File: src/rtl/neuron_input_loader.sv
// ---------------------------------------------------------------------------
// neuron_input_loader
//
// Purpose:
//   Upstream feeder for the parallel dot-product neuron. A serial valid/ready
//   stream of (activation, weight) beats is packed lane by lane into
//   INPUT_WIDTH-wide parallel vectors. Each vector is launched with a single
//   one-cycle valid pulse. The stream is then stalled until the neuron reports
//   completion, so only one vector is ever in flight.
//
// Ports:
//   clk          clock, all logic on the rising edge
//   rst          synchronous active-high reset
//   s_valid      stream beat valid
//   s_ready      loader can accept a beat (only while filling)
//   s_act        signed activation of the current beat
//   s_wgt        signed weight of the current beat
//   s_bias       signed bias, taken from beat 0 of a vector only
//   s_last       final beat of a vector (may arrive early for short vectors)
//   a_out        packed activations, lane k = beat k
//   w_out        packed weights, lane k = beat k
//   bias_out     bias for the vector being presented
//   valid_out    one-cycle launch pulse to the neuron
//   neuron_done  completion strobe from the neuron
//   busy         high while a vector is launching or in flight
//   vec_count    vectors issued since reset, wraps
//   err_no_last  sticky: a vector filled every lane without s_last
// ---------------------------------------------------------------------------
module neuron_input_loader #(
  parameter int INPUT_WIDTH = 10,
  parameter int DATA_WIDTH  = 16,
  parameter int CNT_WIDTH   = 16
) (
  input  logic                                   clk,
  input  logic                                   rst,
  input  logic                                   s_valid,
  output logic                                   s_ready,
  input  logic signed [DATA_WIDTH-1:0]           s_act,
  input  logic signed [DATA_WIDTH-1:0]           s_wgt,
  input  logic signed [DATA_WIDTH-1:0]           s_bias,
  input  logic                                   s_last,
  output logic [INPUT_WIDTH-1:0][DATA_WIDTH-1:0] a_out,
  output logic [INPUT_WIDTH-1:0][DATA_WIDTH-1:0] w_out,
  output logic signed [DATA_WIDTH-1:0]           bias_out,
  output logic                                   valid_out,
  input  logic                                   neuron_done,
  output logic                                   busy,
  output logic [CNT_WIDTH-1:0]                   vec_count,
  output logic                                   err_no_last
);

  // Beat index is just wide enough to address every lane.
  localparam int IDX_W = (INPUT_WIDTH > 1) ? $clog2(INPUT_WIDTH) : 1;
  localparam logic [IDX_W-1:0] LAST_IDX = IDX_W'(INPUT_WIDTH - 1);

  typedef enum logic [1:0] {
    ST_FILL  = 2'd0,
    ST_ISSUE = 2'd1,
    ST_WAIT  = 2'd2
  } state_e;

  state_e state_q, state_d;

  logic [INPUT_WIDTH-1:0][DATA_WIDTH-1:0] a_q, a_d;
  logic [INPUT_WIDTH-1:0][DATA_WIDTH-1:0] w_q, w_d;
  logic [DATA_WIDTH-1:0]                  bias_q, bias_d;
  logic [IDX_W-1:0]                       idx_q, idx_d;
  logic [CNT_WIDTH-1:0]                   cnt_q, cnt_d;
  logic                                   err_q, err_d;

  logic beat_accept;
  logic at_last_lane;
  logic fill_done;

  // A beat is only consumed in FILL; s_ready is derived from the state alone,
  // so a beat offered during ISSUE/WAIT simply waits at the source.
  assign beat_accept  = s_valid & s_ready;
  assign at_last_lane = (idx_q == LAST_IDX);
  // Either an explicit s_last or running out of lanes closes the vector.
  assign fill_done    = beat_accept & (s_last | at_last_lane);

  // -------------------------------------------------------------------------
  // State register
  // -------------------------------------------------------------------------
  always_ff @(posedge clk) begin
    if (rst) begin
      state_q <= ST_FILL;
    end else begin
      state_q <= state_d;
    end
  end

  // -------------------------------------------------------------------------
  // Next-state logic. ISSUE always lasts exactly one cycle; a done strobe
  // outside WAIT is not meaningful and is ignored.
  // -------------------------------------------------------------------------
  always_comb begin
    state_d = state_q;
    case (state_q)
      ST_FILL: begin
        if (fill_done) begin
          state_d = ST_ISSUE;
        end
      end
      ST_ISSUE: begin
        state_d = ST_WAIT;
      end
      ST_WAIT: begin
        if (neuron_done) begin
          state_d = ST_FILL;
        end
      end
      default: begin
        state_d = ST_FILL;
      end
    endcase
  end

  // -------------------------------------------------------------------------
  // Moore outputs: handshake, launch pulse and busy depend on state only.
  // -------------------------------------------------------------------------
  always_comb begin
    s_ready   = 1'b0;
    valid_out = 1'b0;
    busy      = 1'b0;
    case (state_q)
      ST_FILL: begin
        s_ready = 1'b1;
      end
      ST_ISSUE: begin
        valid_out = 1'b1;
        busy      = 1'b1;
      end
      ST_WAIT: begin
        busy = 1'b1;
      end
      default: begin
        s_ready = 1'b0;
      end
    endcase
  end

  // -------------------------------------------------------------------------
  // Datapath next-state. Lanes and bias are cleared when the neuron finishes
  // so that a following short vector leaves its unused lanes at zero and
  // contributes nothing to the dot product.
  // -------------------------------------------------------------------------
  always_comb begin
    a_d    = a_q;
    w_d    = w_q;
    bias_d = bias_q;
    idx_d  = idx_q;
    cnt_d  = cnt_q;
    err_d  = err_q;
    case (state_q)
      ST_FILL: begin
        if (beat_accept) begin
          a_d[idx_q] = s_act;
          w_d[idx_q] = s_wgt;
          if (idx_q == '0) begin
            bias_d = s_bias;
          end
          if (s_last || at_last_lane) begin
            idx_d = '0;
          end else begin
            idx_d = idx_q + IDX_W'(1);
          end
          // Lanes exhausted without a framing marker: still launch, but flag it.
          if (at_last_lane && !s_last) begin
            err_d = 1'b1;
          end
        end
      end
      ST_ISSUE: begin
        cnt_d = cnt_q + CNT_WIDTH'(1);
      end
      ST_WAIT: begin
        if (neuron_done) begin
          a_d    = '0;
          w_d    = '0;
          bias_d = '0;
          idx_d  = '0;
        end
      end
      default: begin
        idx_d = '0;
      end
    endcase
  end

  // -------------------------------------------------------------------------
  // Datapath registers. Reset discards any partial or in-flight vector.
  // -------------------------------------------------------------------------
  always_ff @(posedge clk) begin
    if (rst) begin
      a_q    <= '0;
      w_q    <= '0;
      bias_q <= '0;
      idx_q  <= '0;
      cnt_q  <= '0;
      err_q  <= 1'b0;
    end else begin
      a_q    <= a_d;
      w_q    <= w_d;
      bias_q <= bias_d;
      idx_q  <= idx_d;
      cnt_q  <= cnt_d;
      err_q  <= err_d;
    end
  end

  assign a_out       = a_q;
  assign w_out       = w_q;
  assign bias_out    = bias_q;
  assign vec_count   = cnt_q;
  assign err_no_last = err_q;

endmodule

File: config.mk
export PLATFORM = sky130hd
export DESIGN_NAME = neuron_input_loader
export DESIGN_NICKNAME = d
export VERILOG_FILES = /design/src/rtl/neuron_input_loader.sv
export SDC_FILE = /design/constraint.sdc
export NUM_CORES = 1
export LEC_CHECK = 0
export ABC_AREA = 1
export CAP_MARGIN = 15
export CORE_MARGIN = 3
export CORE_UTILIZATION = 30
export DETAILED_ROUTE_END_ITERATION = 6
export GPL_TIMING_DRIVEN = 0
export PLACE_DENSITY = 0.54
export RECOVER_POWER = 100
export SETUP_SLACK_MARGIN = 0.5
export SLEW_MARGIN = 20
export SYNTH_ARGS = -nofsm -noshare
export SYNTH_HDL_FRONTEND = slang
export SYNTH_SLANG_ARGS = --single-unit
File: constraint.sdc
create_clock -name clk -period 2.3 [get_ports clk]
set_clock_uncertainty 0.1 [all_clocks]
set_input_delay 0.46 -clock clk [delete_from_list [all_inputs] [get_ports clk]]
set_output_delay 0.46 -clock clk [all_outputs]
set_load 0.1 [all_outputs]
Yosys cells after proc, flatten, opt, wreduce, memory -nomap -nowiden. Cells that the tools add are included.

Memories kept: 0. RAM bits: 0. Bits in latches: 0. ROM bits: 0. Register bits after elaboration: 359.

Magnitude comparators: 2. Eq/ne operators: 7. $mul: 0. Div/mod/pow operators: 0. Add/sub/neg operators: 2. Bitwise gates (word level): 4. Shift operators: 0. Multiplexer cells: 23. Reductions and logical operators: 13.

Operator list (count): $pmux 160 s2 (2); $mux 160 (3); $bwmux 160 (2); $demux 16 s4 (1); $mux 16 (4); $pmux 16 s2 (1); $add 16x1->16 const B (1); $mux 4 (3); $pmux 4 s3 (1); $reduce_and 3->1 (3); $ne 2x2->1 const B (4); $pmux 2 s3 (1); $lt 4x5->1 const B (1); $add 4x1->4 const B (1); $eq 4x4->1 const B (1); $ge 4x1->1 const B (1); $logic_not 4->1 (1); $mux 2 (2); $reduce_and 4->1 (1); $mux 1 (3); $and 1x1->1 (2); $eq 2x1->1 const B (1); $eq 2x2->1 const B (1); $logic_and 1x1->1 (2); 8 further kinds (8).

Depth between registers and ports, before layout. Gate-level depths: netlist of the first run.

Depth in word-level cells: 7. Depth in mapped cells: 11.

Least setup slack after synthesis of the first run. OpenSTA, ideal clock, no wires.

Kind: register to register. Start: register state_q[0]. End: register a_q, in the netlist a_out[68]. Period minus slack after synthesis: 2.434 ns. Setup slack: -0.134 ns. Data arrival time: 2.264 ns. Path buffers: 3. Cell stages (with the launch flop): 12. Data required time: 2.129 ns. Path through: dfxtp_1 -> inv_1 -> ha_1 -> buf_4 -> nand2_2 -> nand2_2 -> nor2_4 -> buf_12 -> o21ai_4 -> buf_6 -> nand2_1 -> a21oi_1.

Longest elaborated chain between the ends: 5.

RTL lines: start: declaration (line 62) `state_e state_q, state_d;`; start signal: assignment (line 89) `state_q <= state_d;`; $logic_not 2->1 (line 126) `case (state_q)`; $mux 1 (line 126); named net s_ready (line 37) `output logic s_ready,`; $and 1x1->1 (line 77) `assign beat_accept = s_valid & s_ready;`; $ne 2x2->1 (no line); $reduce_and 3->1 (no line); end signal: assignment (line 196) `a_q <= '0;`; end signal: assignment (line 203) `a_q <= a_d;`; end: declaration (line 64) `logic [INPUT_WIDTH-1:0][DATA_WIDTH-1:0] a_q, a_d;`.

The timed path passes the listed nets, and every way through them passes these cells. A chain may end at the register's enable or synchronous reset.

Worst setup path after layout of the first run.
Start: register state_q[0]. End: register a_q, in the netlist a_out[12].

Longest elaborated chain between the ends: 5.

RTL lines (line): $logic_not 2->1 (126, 155); $mux 1 (126); $and 1x1->1 (77); $ne 2x2->1 (no line); $reduce_and 3->1 (no line).

Parallel ways exist; a longest one is shown, timed or not.

==> flow_summary.ini, run 1 <==
[global_routing]
grt_pass1_vias = 12800
grt.overflow.total = 0
grt_pass1_wl_um = 82400
grt_use_total_pct = 23.0
grt_max_degree = 13
antenna_found_initial = 1

[yosys]
yosysSeqAreaShare_pct = 53.0
synth-main-ff-cell = dfxtp_1
netlist_instances = 1733
syn_area_mm2 = 0.0136
postSynthAreaPerCell_um2 = 7.83
ys_top_cells_by_area = dfxtp_1 53%, nand2_1 19%, a21oi_1 13%
async_reset_ff_share_pct = 0
synth_fp_nets = 1795
yosysTopAreaCell = dfxtp_1
synth_edf_count = 0
ys_warn_count = 0
ys_ff_latch = 359
synth_cell_type_count = 27
yosys-top-cells-count = 701 x nand2_1, 359 x dfxtp_1, 350 x a21oi_1, 66 x inv_1, 51 x clkbuf_1
synth_top_area_share_pct = 53.0
post-synth-top-count-cell = nand2_1

[drt]
vias = 14000
drc = 0
dr.first_iter.drc_count = 787
detail-route-antenna-nets = 0
viasPerCell = 4.81
wl_per_cell_um = 21.5
routed_wirelength_um = 62700
drt_pass1_iterations = 5

[power_and_ir_drop]
power.internal_uw = 14300
vdd_drop_max_mv = 0.864
swShare_pct = 41.9
power.total_uw = 24600
combPwrFrac_pct = 44.3
p_sw_uw = 10300
power.density_mw_per_mm2 = 1160
p_leak_uw = 0.00867
share_seq_of_total_power_pct = 27.8
pwr-share-clk_pct = 27.9

[clock_tree]
cts-buffers-inserted = 43
cts.sink_count = 359
root_buffer = clkbuf_16
ctsHtreeMaxLevel = 2
insertion_delay_ps = 560
path_clk_slew_ps = 60
cts_tree = done
clockBufferDepth = 3

[min_path]
hold_class = register to register

[placed_design]
dp_slack_ps = -530
portBuffers = 408
place_inst = 2733
place_congestion = 0.804
dpl.hpwl_um = 41000

[sta]
max_freq_ghz = 0.473
slew_headroom_pct = 42.6
setup_viol = 0
tightest_slew_ps = 860
rsz0062_at_grt = true
hold_viol = 0
period_needed_ps = 2110
min_period_over_period_pct = 91.9
setup_ws_ps = 186
maxSlewViolCount = 0

[critical_path]
critPathMaxFanout = 6
critPathLaunchType = register
critPathArrivalTime_ps = 2450
cp.required_ps = 2630
critPathKind = register to register
cp-end-kind = register

[final_layout]
final_cells = 2922
nets = 2358
layout-drive-gt1-share_pct = 42.6
syn2layout_area_growth_pct = 56.4

[die]
initial_core_util_pct = 30.5
core_area_mm2 = 0.0444
rows = 77
die_w_um = 219
die_h_um = 219
die_area_mm2 = 0.0478
pin_count = 409

[outcome]
status = finished, final reports clean

[flow_run]
cap_viol_max_count = 0
-- path summary, 6_finish.rpt --
path	start	to	slack, ps	depth (start not counted)
worst max-delay path	state_q[0]	a_out[12]	190	12
worst min-delay path	a_out[97]	a_out[97]	360	2
worst max register to register	state_q[0]	a_out[12]	190	12
worst min register to register	a_out[97]	a_out[97]	360	2
-- cells in the final DEF (no fill, tap or decap), drive strengths merged, types with 3 or more instances in the layout --
cell type,instances
nand2,705
clkbuf,520
dfxtp,359
a21oi,350
buf,118
inv,72
nor2,65
clkdlybuf4s50,51
nand3,33
o21ai,18
clkinv,11
ha,9
nand4,4
clkinvlp,3
-- metal layers --
| metal | share of wire [%] | GRT usage (%) |
|---|---|---|
| met1 | 41 | 29.2 |
| met2 | 48 | 37.5 |
| met3 | 8.0 | 6.42 |
| met4 | 3.6 | 7.98 |
| met5 | 0 | 0 |
-- what timing repair did --
item                                    in CTS  in global routing
setup buffers                               45                 30
resized for setup                         1213               2104
hold buffers                                 0                  0
endpoints found under the setup margin     694                680
cloned                                       0                 35
pin swaps                                   30                 82
-- registers in the layout, indices dropped and copies added, names as in the netlist --
name / count
idx_q: 4
w_out: 160
err_no_last: 1
state_q: 2
bias_out: 16
vec_count: 16
a_out: 160
-- power by group through the flow --
| stage | logic, µW | clock network [µW] | registers [µW] |
|---|---|---|---|
| 2_1_floorplan | 3470 | 0 | 8920 |
| 3_3_place_gp | 7730 | 0 | 6890 |
| 4_1_cts | 8640 | 6980 | 6780 |
| 3_5_place_dp | 7770 | 0 | 6890 |
| 5_1_grt | 11300 | 7230 | 6870 |
| 6_report | 10900 | 6840 | 6840 |
-- per-stage QoR --
stage                     hold slack (ps)  setup TNS (ps)  area, µm²  utilization [%]
final                                 358               0      21200             47.8
after global routing                  370               0      21200             47.8
after CTS                             348               0      21100             47.6
after detailed placement              349         -131280      18500             41.6
after global placement                346         -121510      18500             41.6
after floorplan                       391               0      13700                -
-- final cells by class --
class | instances | area, µm²
Clock buffer | 65 | 1330
Clock inverter | 13 | 96.3
Tap cell | 592 | 741
Timing Repair Buffer | 518 | 3890
Multi-Input combinational cell | 1191 | 6830
Antenna cell | 1 | 2.50
Buffer | 109 | 820
Sequential cell | 359 | 7210
Fill cell | 4524 | 23200
Inverter | 74 | 293
-- cell families (layout without fill, tap and decap cells) --
kind of cell,after synthesis,in the layout,share of synthesized area (%)
simple gates,811,811,24.5
fa+ha+maj,9,9,0.830
flops,359,359,53.0
compound gates,369,369,14.4
other cells,0,1,0
xor+xnor,2,2,0.129
buf+inv,183,779,7.13
-- critical path, cell delays in order, from the launching register on --
cell and delay [ps]:
dfxtp_4 360, inv_4 50, ha_4 170, buf_8 130, nand2_4 70, nand2_4 50, nor2_4 210, buf_12 180
o21ai_4 70, buf_12 150, clkbuf_2 240, nand2_1 120, a21oi_1 80
No activity file was read; power rests on OpenSTA's default activity.
==> inputs of run 2 (changes only) <==
--- a/config.mk
+++ b/config.mk
@@ -8,10 +8,11 @@
 export ABC_AREA = 1
 export CAP_MARGIN = 15
 export CORE_MARGIN = 3
-export CORE_UTILIZATION = 30
+export CORE_UTILIZATION = 40
+export CTS_CLUSTER_SIZE = 12
 export DETAILED_ROUTE_END_ITERATION = 6
 export GPL_TIMING_DRIVEN = 0
-export PLACE_DENSITY = 0.54
+export PLACE_DENSITY = 0.69
 export RECOVER_POWER = 100
 export SETUP_SLACK_MARGIN = 0.5
 export SLEW_MARGIN = 20
==> flow_summary.ini, run 2 (synthesis results as in run 1) <==
[outcome]
status = finished, final reports clean

[drt]
viasPerCell = 5.24
drc = 0
vias = 14400
dr.first_iter.drc_count = 791
wl_per_cell_um = 21.4
drt_pass1_iterations = 5
detail-route-antenna-nets = 0
routed_wirelength_um = 58800

[clock_tree]
insertion_delay_ps = 520
root_buffer = clkbuf_16
cts.sink_count = 359
ctsHtreeMaxLevel = 2
clockBufferDepth = 3
cts_tree = done
cts-buffers-inserted = 40
path_clk_slew_ps = 60

[die]
die_area_mm2 = 0.0362
initial_core_util_pct = 41.2
die_h_um = 190
core_area_mm2 = 0.0329
rows = 66
die_w_um = 190
pin_count = 409

[flow_run]
cap_viol_max_count = 0

[critical_path]
critPathArrivalTime_ps = 1510
critPathKind = register to output port
r2r_cells = 11
critPathMaxFanout = 3
cp-end-kind = output port
cp.required_ps = 1740
critPathLaunchType = register

[final_layout]
syn2layout_area_growth_pct = 52.7
mostFrequentLayoutCells = 631 x nand2_1, 344 x dfxtp_1, 251 x a21oi_1
seqCellArea_mm2 = 0.00721
num-fill-cells = 2998
layout-drive-gt1-share_pct = 36.7
nets = 2343
layout_commonest_cell = nand2_1
final_cells = 2749
multi_input_area_mm2 = 0.00616
antenna_cells = 0

[global_routing]
use_met2_pct = 47.2
grt.busiest_layer = met2
grt_use_total_pct = 28.2
grt_pass1_vias = 12800
grt.overflow.total = 0
use_met3_pct = 7.22
grt_util_met1_pct = 35.7
grt_max_degree = 13
grt_pass1_wl_um = 78300
antenna_found_initial = 0

[sta]
hold_viol = 0
period_needed_ps = 2070
min_period_over_period_pct = 89.9
setup_viol = 0
rsz0062_at_grt = true
whs_ps = 353
slew_headroom_pct = 45.2
maxSlewViolCount = 0
max_freq_ghz = 0.484
tightest_slew_ps = 822

[power_and_ir_drop]
vdd_drop_max_mv = 0.909
p_sw_uw = 9430
swShare_pct = 40.4
share_seq_of_total_power_pct = 29.1
power.density_mw_per_mm2 = 1130
power.internal_uw = 13900
combPwrFrac_pct = 42.7
p_leak_uw = 0.00817
pwr-share-clk_pct = 28.2

[min_path]
hold_depth = 2
hold_class = register to register

[placed_design]
place_inst = 2583
place_congestion = 0.861
dpl.hpwl_um = 38100
portBuffers = 408
==> run 2: worst max-delay path, cell delays in order, from the launching register on <==
cell     delay (ps)
dfxtp_4         360
inv_4            70
ha_4            140
buf_2           420
==> run 2: routing by layer <==
metal,up-vias,share of wire (%)
met5,-,0
li1,6626,-
met2,715,48
met1,6918,38
met3,149,9.6
met4,0,4.0
==> run 2: cell type report <==
cell class                 count  area share, %
timing repair buffer         506           20.7
multi-input combinational   1191           29.7
clock buffer                  61           5.94
clock inverter                 7          0.556
inverter                      74           1.44
tap                          442           2.67
buffer                       109           4.11
sequential                   359           34.8
==> run 2: power by group through the flow <==
| stage | registers (µW) | logic (µW) | clock network, µW |
|---|---|---|---|
| after floorplan | 8920 | 3470 | 0 |
| after CTS | 6760 | 8010 | 6630 |
| after global routing | 6810 | 10300 | 6870 |
| final | 6780 | 9960 | 6580 |
| after global placement | 6880 | 7600 | 0 |
| after detailed placement | 6890 | 7660 | 0 |
==> run 2: worst paths after layout <==
kind / from / to / slack (ps)
worst max register to register: state_q[1] / a_out[101] / 230
worst max-delay path: state_q[0] / s_ready / 230
worst min-delay path: err_no_last / err_no_last / 350
worst min register to register: err_no_last / err_no_last / 350
==> run 2: repair_timing <==
action	CTS	global route
buffers inserted	21	51
endpoints found under the setup margin	693	691
hold buffers	0	0
resized for setup	1150	1633
gates cloned	0	26
pin swaps	10	43
hold endpoints to repair	0	0
==> run 2: through the flow <==
| stage | total power, µW | setup TNS, ps | instance area [µm²] | worst slack (ps) | utilization (%) |
|---|---|---|---|---|---|
| after floorplan | 12400 | 0 | 13700 | 436 | - |
| after global placement | 14500 | -72590 | 18300 | -381 | 55.6 |
| after detailed placement | 14500 | -83180 | 18300 | -413 | 55.6 |
| after CTS | 21400 | 0 | 20400 | 193 | 61.9 |
| after global routing | 23900 | 0 | 20700 | 136 | 62.9 |
| final | 23300 | 0 | 20700 | 233 | 62.9 |
==> RTL edit (settings of run 1) <==
Encoding of `state_e`: now one-hot (3 bits for 3 states).
--- a/src/rtl/neuron_input_loader.sv
+++ b/src/rtl/neuron_input_loader.sv
@@ -55,6 +55,6 @@
 
-  typedef enum logic [1:0] {
-    ST_FILL  = 2'd0,
-    ST_ISSUE = 2'd1,
-    ST_WAIT  = 2'd2
+  typedef enum logic [2:0] {
+    ST_FILL  = 3'b001,
+    ST_ISSUE = 3'b010,
+    ST_WAIT  = 3'b100
   } state_e;
Behaviour: no difference found for any inputs over 4 cycles, from zero or initial values and one cycle with rst high; so few cycles prove little.
==> RTL edit against run 1 <==
- sequential cell count grew 1
- final area rose by 3.5%
- worst setup slack got worse by 0.11 ns
- synthesized area increased by 5.7%
- register-to-register slack worse by 0.08 ns
- utilization fell by 0.89 points
- wire length rose by 8.5%
Power is not compared: it rests on default switching activity, and its combinational part moved more than twofold at a synthesized area within 25%.
==> RTL edit: results (changes against run 1) <==
status=complete, no violations (unchanged); WL met1=28200 um (was 25500 um); crit path max fanout=5 (was 6); top cells by count, synth=409 x nand2_1, 360 x dfxtp_1, 342 x nand3_1, 328 x a21oi_1, 73 x inv_1 (was 701 x nand2_1, 359 x dfxtp_1, 350 x a21oi_1, 66 x inv_1, 51 x clkbuf_1); Compound-Gate Fraction of Synth Area=11.8% (was 14.4%); Synth Area in XOR/XNOR=0.122% (was 0.129%); DR WL/cell=22.8 um (was 21.5 um); GPL Wtd Cong=0.863 (was 0.804); mean post-synth cell area=7.87 um2 (was 7.83 um2); GR Util met2=39.0% (was 37.5%); vias in the first global route=13800 (was 12800); adder and majority gate portion of the synthesized area=0.436% (was 0.830%); Longest Clk Path Bufs=3 (unchanged); first-pass GRT wire length=89300 um (was 82400 um); met3 Use GR=5.68% (was 6.42%); WHS Endpoint=w_out[63]$_SDFFE_PP0P_ (was a_out[97]$_SDFFE_PP0P_); met3 WL=5550 um (was 5030 um); met1 usage=31.1% (was 29.2%); syn_nets=1879 (was 1795); Worst Hold Launch=w_out[63]$_SDFFE_PP0P_ (was a_out[97]$_SDFFE_PP0P_); Int Power=11.3 mW; PortBufs=407 (was 408); ratio of cells with drive above 1 in the final layout=26.6% (was 42.6%); DP Area=0.0192 mm2 (was 0.0185 mm2); DP Worst Slack=-0.593 ns (was -0.530 ns); tightest hold margin=0.358 ns (about the same); Top Metal Used=met5 (was met4); post-DP HPWL=45200 um (was 41000 um); r2r setup slk=0.11 ns (was 0.19 ns); CTS resizes=1239 (was 1213); post-layout net count=2400 (was 2358); hold path cells=2 (unchanged); actual slew at the worst max-slew pin=0.731 ns (was 0.860 ns); largest net degree at the start of global routing=13 (unchanged); dominant cells by area after synthesis=dfxtp_1 50%, nand3_1 12%, a21oi_1 11% (was dfxtp_1 53%, nand2_1 19%, a21oi_1 13%); WP data arrival=1.67 ns (was 2.45 ns); placed instance count=2835 (was 2733); initial drt markers=1449 (was 787); count of cell types in the netlist=25 (was 27); diode count=0 (was 1); CTS buffer count=42 (was 43); Worst R2R Start=state_q[1]$_SDFFE_PP0P_ (was state_q[0]$_SDFFE_PP0P_); R2R cell count=10 (was 12); GRT Overall Usage=23.6% (was 23.0%); met2 wire len=32100 um (was 30000 um); sequential area share after synthesis=50.3% (was 53.0%); FF-to-FF End=a_out[82]$_SDFFE_PP0P_ (was a_out[12]$_SDFFE_PP0P_); DRT Wirelength=68100 um (was 62700 um); Post-CTS Setup Repair Bufs=8 (was 45); TritonRoute pass-1 iters=6 (was 5); routed vias/inst=5.12 (was 4.81); mux share of post-synthesis cell area=0% (unchanged)
[RTL edit: worst max path at each step]
| stage | startpoint | endpoint | slack, ns |
|---|---|---|---|
| after detailed placement | state_q[1]$_SDFFE_PP0P_ | busy | -0.59 |
| after global routing | state_q[1]$_SDFFE_PP0P_ | s_ready | 0.01 |
| after floorplan | state_q[0]$_SDFFE_PP1P_ | busy | 0.46 |
| after CTS | state_q[1]$_SDFFE_PP0P_ | busy | 0.05 |
| after global placement | state_q[1]$_SDFFE_PP0P_ | busy | -0.60 |
| final | state_q[1]$_SDFFE_PP0P_ | s_ready | 0.07 |
[RTL edit: area by class of cell]
type / instances / area, um2
clock inverter: 10 / 128
fill: 4647 / 24900
timing repair inverter: 1 / 3.75
multi-input combinational: 1258 / 6440
buffer: 149 / 842
inverter: 76 / 310
timing repair buffer: 454 / 4960
clock buffer: 65 / 1300
sequential: 360 / 7220
tap: 607 / 759
